==> config.mk <==
export PLATFORM = sky130hd
export DESIGN_NAME = obstacle_lane
export DESIGN_NICKNAME = d
export VERILOG_FILES = /design/src/rtl/obstacle_lane.sv
export SDC_FILE = /design/constraint.sdc
export NUM_CORES = 1
export LEC_CHECK = 0
export ABC_AREA = 1
export BUFFER_PORTS_ARGS = -buffer_cell sky130_fd_sc_hd__buf_2
export CORE_MARGIN = 1
export CORE_UTILIZATION = 40
export CTS_CLUSTER_DIAMETER = 120
export DETAILED_ROUTE_END_ITERATION = 10
export GPL_ROUTABILITY_DRIVEN = 0
export SLEW_MARGIN = 15
export SYNTH_ARGS = -nofsm -noshare
export SYNTH_HDL_FRONTEND = slang
export SYNTH_SLANG_ARGS = --single-unit
==> constraint.sdc <==
create_clock -name clk -period 2.9 [get_ports clk]
set_input_delay 0.145 -clock clk [delete_from_list [all_inputs] [get_ports clk]]
set_output_delay 0.145 -clock clk [all_outputs]
set_load 0.03 [all_outputs]
==> src/rtl/obstacle_lane.sv <==
// obstacle_lane: one horizontal car lane of the crossy-road playfield.
// The lane scrolls down by MOVE_AMT rows on each move_followers pulse. The car
// steps horizontally once per frame_tick. When the lane scrolls off the bottom,
// it returns to row 0 and the car respawns with a random speed and direction.
// obs_on is the registered beam-inside-car pixel flag. collision is sticky.
// Optional feature: define OBSTACLE_TWO_CARS_EN to add a second car half a
// screen away from the first. The second car shares lane_y, dir and speed.
//
// Pulse inputs: move_followers and frame_tick are single-cycle strobes with no
// back-pressure. Each cycle they are high counts as exactly one event. Both may
// be high in the same cycle, and each updates its own registers.
module obstacle_lane #(
  parameter int         Y_OFFSET  = 150,
  parameter int         MOVE_AMT  = 2,
  parameter int         SCREEN_W  = 640,
  parameter int         SCREEN_H  = 480,
  parameter int         CAR_W     = 32,
  parameter int         CAR_H     = 16,
  parameter int         PLAYER_SZ = 16,
  parameter logic [7:0] LFSR_SEED = 8'hA5
) (
  input  logic       clk,
  input  logic       reset,
  input  logic       move_followers,
  input  logic       game_run,
  input  logic       frame_tick,
  input  logic [9:0] pix_x,
  input  logic [9:0] pix_y,
  input  logic [9:0] player_x,
  input  logic [9:0] player_y,
  output logic       obs_on,
  output logic       collision,
  output logic [9:0] lane_y
);

  typedef enum logic [1:0] {IDLE = 2'd0, RUN = 2'd1, HIT = 2'd2} state_t;

  // 11-bit constants so every sum of a 10-bit coordinate and a size stays exact
  localparam logic [10:0] SCR_W   = 11'(SCREEN_W);
  localparam logic [10:0] SCR_H   = 11'(SCREEN_H);
  localparam logic [10:0] CW      = 11'(CAR_W);
  localparam logic [10:0] CH      = 11'(CAR_H);
  localparam logic [10:0] PS      = 11'(PLAYER_SZ);
  localparam logic [10:0] MV      = 11'(MOVE_AMT);
  localparam logic [9:0]  SCR_W10 = 10'(SCREEN_W);
  localparam logic [9:0]  MV10    = 10'(MOVE_AMT);
  localparam logic [9:0]  RSP_L   = 10'(SCREEN_W - CAR_W);

  state_t      state_q, state_d;
  logic [9:0]  lane_y_q, lane_y_d;
  logic [9:0]  car_x_q, car_x_d;
  logic        dir_q, dir_d;
  logic [2:0]  speed_q, speed_d;
  logic [7:0]  lfsr_q, lfsr_d;
  logic        respawn_q, respawn_d;
  logic        obs_on_q, obs_on_d;
  logic        collision_q, collision_d;

  logic [10:0] car1_x, lane_ext, lane_sum, car_sum;
  logic        player_hit, beam_hit;

  // Axis-aligned overlap test between the player square and a car box.
  function automatic logic box_overlap(input logic [10:0] cx, input logic [10:0] ly,
                                       input logic [10:0] px, input logic [10:0] py);
    return (px < cx + CW) && (cx < px + PS) && (py < ly + CH) && (ly < py + PS);
  endfunction

  // Beam-inside-car test. Columns at or beyond the screen edge are clipped.
  function automatic logic beam_in(input logic [10:0] cx, input logic [10:0] ly,
                                   input logic [10:0] bx, input logic [10:0] by);
    return (bx >= cx) && (bx < cx + CW) && (bx < SCR_W) && (by >= ly) && (by < ly + CH);
  endfunction

  assign car1_x   = {1'b0, car_x_q};
  assign lane_ext = {1'b0, lane_y_q};
  assign lane_sum = lane_ext + MV;
  assign car_sum  = car1_x + {8'd0, speed_q};

`ifdef OBSTACLE_TWO_CARS_EN
  logic [10:0] car2_sum, car2_x;
  assign car2_sum   = car1_x + (SCR_W >> 1);
  assign car2_x     = (car2_sum >= SCR_W) ? car2_sum - SCR_W : car2_sum;
  assign player_hit = box_overlap(car1_x, lane_ext, {1'b0, player_x}, {1'b0, player_y}) ||
                      box_overlap(car2_x, lane_ext, {1'b0, player_x}, {1'b0, player_y});
  assign beam_hit   = beam_in(car1_x, lane_ext, {1'b0, pix_x}, {1'b0, pix_y}) ||
                      beam_in(car2_x, lane_ext, {1'b0, pix_x}, {1'b0, pix_y});
`else
  assign player_hit = box_overlap(car1_x, lane_ext, {1'b0, player_x}, {1'b0, player_y});
  assign beam_hit   = beam_in(car1_x, lane_ext, {1'b0, pix_x}, {1'b0, pix_y});
`endif

  // Next-state logic: FSM, scroll, respawn, horizontal motion and collision.
  always_comb begin
    state_d     = state_q;
    lane_y_d    = lane_y_q;
    car_x_d     = car_x_q;
    dir_d       = dir_q;
    speed_d     = speed_q;
    respawn_d   = respawn_q;
    collision_d = collision_q;
    lfsr_d      = {lfsr_q[6:0], lfsr_q[7] ^ lfsr_q[5] ^ lfsr_q[4] ^ lfsr_q[3]};
    obs_on_d    = (state_q != IDLE) && beam_hit;

    case (state_q)
      IDLE: begin
        if (game_run) state_d = RUN;
      end
      RUN: begin
        // A respawn lands one cycle after the wrap. It overrides any frame step
        // that arrives in the same cycle.
        if (respawn_q) begin
          respawn_d = 1'b0;
          speed_d   = {1'b0, lfsr_q[1:0]} + 3'd1;
          dir_d     = lfsr_q[2];
          car_x_d   = lfsr_q[2] ? RSP_L : 10'd0;
        end else if (frame_tick) begin
          if (dir_q) begin
            if (car1_x < {8'd0, speed_q}) car_x_d = 10'(car_x_q + SCR_W10 - {7'd0, speed_q});
            else                          car_x_d = 10'(car_x_q - {7'd0, speed_q});
          end else begin
            if (car_sum >= SCR_W) car_x_d = 10'(car_x_q + {7'd0, speed_q} - SCR_W10);
            else                  car_x_d = 10'(car_x_q + {7'd0, speed_q});
          end
        end
        if (move_followers) begin
          if (lane_sum >= SCR_H) begin
            lane_y_d  = 10'd0;
            respawn_d = 1'b1;
          end else begin
            lane_y_d  = lane_y_q + MV10;
          end
        end
        // Collision uses the pre-update car and lane positions.
        if (frame_tick && player_hit) begin
          collision_d = 1'b1;
          state_d     = HIT;
        end else if (!game_run) begin
          state_d = IDLE;
        end
      end
      HIT: begin
        collision_d = 1'b1;
      end
      default: state_d = IDLE;
    endcase
  end

  // State register with synchronous active-high reset.
  always_ff @(posedge clk) begin
    if (reset) begin
      state_q     <= IDLE;
      lane_y_q    <= 10'(Y_OFFSET);
      car_x_q     <= 10'd0;
      dir_q       <= 1'b0;
      speed_q     <= 3'd1;
      lfsr_q      <= LFSR_SEED;
      respawn_q   <= 1'b0;
      obs_on_q    <= 1'b0;
      collision_q <= 1'b0;
    end else begin
      state_q     <= state_d;
      lane_y_q    <= lane_y_d;
      car_x_q     <= car_x_d;
      dir_q       <= dir_d;
      speed_q     <= speed_d;
      lfsr_q      <= lfsr_d;
      respawn_q   <= respawn_d;
      obs_on_q    <= obs_on_d;
      collision_q <= collision_d;
    end
  end

  assign obs_on    = obs_on_q;
  assign collision = collision_q;
  assign lane_y    = lane_y_q;

endmodule

==> impl_metrics.tcl <==
set metrics [dict create \
    synth-seq-cells 36 \
    dp_hpwl_um 10330 \
    synth_edf_count 0 \
    peakVddDrop_mv 0.2013 \
    cp_slowest_cell "dfxtp_1" \
    die_h_um 109.1 \
    grt_pass1_wl_um 20030 \
    arrival_ns 2.75 \
    crit_end "car_x_q[9]" \
    critPathLaunch "car_x_q[1]" \
    crit_family "adder cells" \
    finalSetupViolCount 0 \
    slew_violations 0 \
    synthToLayoutAreaGrowth_pct 13.52 \
    cts_tree "built" \
    synth.yosys.seq_area_share 0.1569 \
    worst-r2r-cell-count 13 \
    cp.required_ns 3.05 \
    ys_types 44 \
    drt_iter0_markers 313 \
    reg2reg_to "car_x_q[9]" \
    fp.dieW_um 109.1 \
    grt_pass1_vias 4242 \
    synth_flop_cell "dfxtp_1" \
    cp_num_cells 13 \
    dp_slack_ns 0.3441 \
    synth_cells 650 \
    syn_area_per_cell_um2 7.064 \
    slew_headroom 0.5116 \
    critPathBufInv 3 \
    portBuffers 54 \
    clk_latency_ns 0.28 \
    syn_nets 792 \
    grt_max_degree 22 \
    first_pass_iters 5 \
    final_hold_viol_count 0 \
    antenna_left 0 \
    cts_setup_buffers 0 \
    initial_core_util 0.4163 \
    fin_crit_sh 0.8976 \
    drive_above_1_share 0.1622 \
    p_leak_nw 2.684 \
    powerDensity_mw_per_mm2 293.8 \
    ioPinCount 57 \
    end_kind "flop" \
    ctsHoldBuffers 0 \
    root_buffer "clkbuf_16" \
    syn_area_mm2 0.004592 \
    num_rows 38 \
    hp-class "in -> reg" \
    worst-path-max-fanout 6 \
    drc 0 \
    dieArea_mm2 0.01191 \
    crit_top_cell "inv_1" \
    clockBufferDepth 2 \
    cts-buffers-inserted 5 \
    finalCriticalPeriod_ns 2.603 \
    grt_antenna_before_repair 0 \
    r2r_start "car_x_q[1]" \
    vias 4465 \
    synthArstFlopShare 0 \
    finalWorstSetupSlack_ns 0.2969 \
    ys_warn_count 0 \
    hold_start "game_run" \
    synthDominantCellAreaShare 0.2534 \
    status "completed" \
    gr-total-overflow 0 \
    clkSlewWorstSetupHoldPaths_ns 0.06 \
    clock-skew-final_ns 0.01035 \
    wl_um 12380 \
    slowest_delay_ns 0.48 \
    rrSetupSlack_ns 0.30 \
    clock.fmax_mhz 384.2 \
    synth.area.top_cells "ha_1 25%, dfxtp_1 16%, nand2_1 10%, inv_1 6.7%, a21oi_1 6.1%" \
    grt_util_all_layers 0.2157 \
    tightest_slew_ns 0.7278 \
    synth_commonest_cells "124 x nand2_1, 93 x ha_1, 82 x inv_1, 56 x a21oi_1, 46 x nand3_1" \
    worstPathCellList "inv_1, fa_1, inv_1, nand2_4, nand2_4, nand4_2, nand2_2, inv_1, ha_1, o21ai_0, nand2_1, nand3_1, a21oi_1" \
    yosysTopAreaCell "ha_1" \
    antenna_cells 0 \
    synth.most_common_cell "nand2_1" \
    crit_type "reg -> reg" \
    fin_setup_tns_ns 0 \
    coreArea_mm2 0.01103 \
    layout.nets 856 \
    cts_resized 0 \
    crit_path_start_kind "flop" \
    wl_per_cell_um 14.48 \
    max_cap_viol_count 0 \
    cts_max_level 2 \
    clkSinkCount 36 \
    rsz0062_at_grt "no" \
    vias_per_cell 5.222 \
]
## tightest hold or removal path, cell delays in order
cell	delay, ns
buf_2	0.10
nand3_1	0.07
inv_1	0.05
## placed cells by master (no fill, tap or decap), drive strengths merged
| cell | instances |
|---|---|
| clkbuf | 5 |
| a211oi | 7 |
| a21boi | 1 |
| nand4 | 15 |
| nor2 | 47 |
| nand3b | 6 |
| nor3 | 9 |
| o21a | 1 |
| nand3 | 49 |
| a211o | 1 |
| o211ai | 7 |
| inv | 91 |
| a21oi | 59 |
| dfxtp | 36 |
| nand2 | 133 |
| buf | 64 |
| o31ai | 3 |
| o211a | 1 |
| xnor2 | 6 |
| fa | 4 |
| or2 | 7 |
| a31oi | 3 |
| o2111ai | 1 |
| ha | 93 |
| nor4 | 2 |
| o21ai | 35 |
| conb | 1 |
| clkinv | 4 |
| xor2 | 24 |
## report_power, final
group | internal [mW] | switching [mW] | leakage [nW] | total (mW)
registers | 0.514 | 0.0198 | 0.294 | 0.534
logic | 0.182 | 0.285 | 2.32 | 0.468
clock network | 0.317 | 0.213 | 0.0736 | 0.530
total | 1.01 | 0.518 | 2.68 | 1.53
## stage by stage
step	instances	cell area, µm²	hold WS (ns)	power, mW	util
floorplan	650	4592	0.2708	0.8643	-
global placement	847	5069	0.3854	0.9957	0.4595
detailed placement	847	5069	0.3938	1.010	0.4595
CTS	855	5213	0.1104	1.544	0.4726
global route	855	5213	0.1251	1.628	0.4726
finish	855	5213	0.1092	1.531	0.4726
## how the worst min path moves through the flow
| stage | cells after the start | end | slack [ns] |
|---|---|---|---|
| floorplan | 2 | state_q[0] | 0.27 |
| global placement | 3 | state_q[0] | 0.39 |
| detailed placement | 1 | lfsr_q[7] | 0.39 |
| CTS | 3 | state_q[0] | 0.11 |
| global route | 3 | state_q[0] | 0.13 |
| finish | 3 | state_q[0] | 0.11 |
## per-layer routing
layer	share of wire	routed length [µm]	vias to the layer above	GRT usage
li1	-	-	2309	-
met1	0.49	6086	2013	0.2992
met2	0.44	5466	120	0.3446
met3	0.047	581	23	0.02989
met4	0.020	242	0	0.06274
met5	0	0	-	0
## cell type report
cell class                      instances  area [µm²]
Inverter                               92       347.8
Timing Repair Buffer                   64       345.3
Tap cell                              140       175.2
Multi-Input combinational cell        515        3480
Fill cell                            1116        5818
Clock buffer                            5       125.1
Clock inverter                          3       18.77
Sequential cell                        36       720.7
## state kept, by name, summed over array words and instances, names as in the netlist
name,count
car_x_q,10
lane_y,9
collision,1
lfsr_q,8
state_q,2
dir_q,1
speed_q,3
respawn_q,1
obs_on,1
## cells by family after synthesis
kind of cell | after synthesis | synth area share
DFF | 36 | 0.1569
adders and majority gates | 97 | 0.2708
buffers and inverters | 99 | 0.08529
AOI/OAI and AO/OA | 119 | 0.1461
xor gates and xnor gates | 30 | 0.05722
and+or+nand+nor | 268 | 0.2828
other | 1 | 0.0008167
Note: power is estimated with default switching activity, not from simulation.
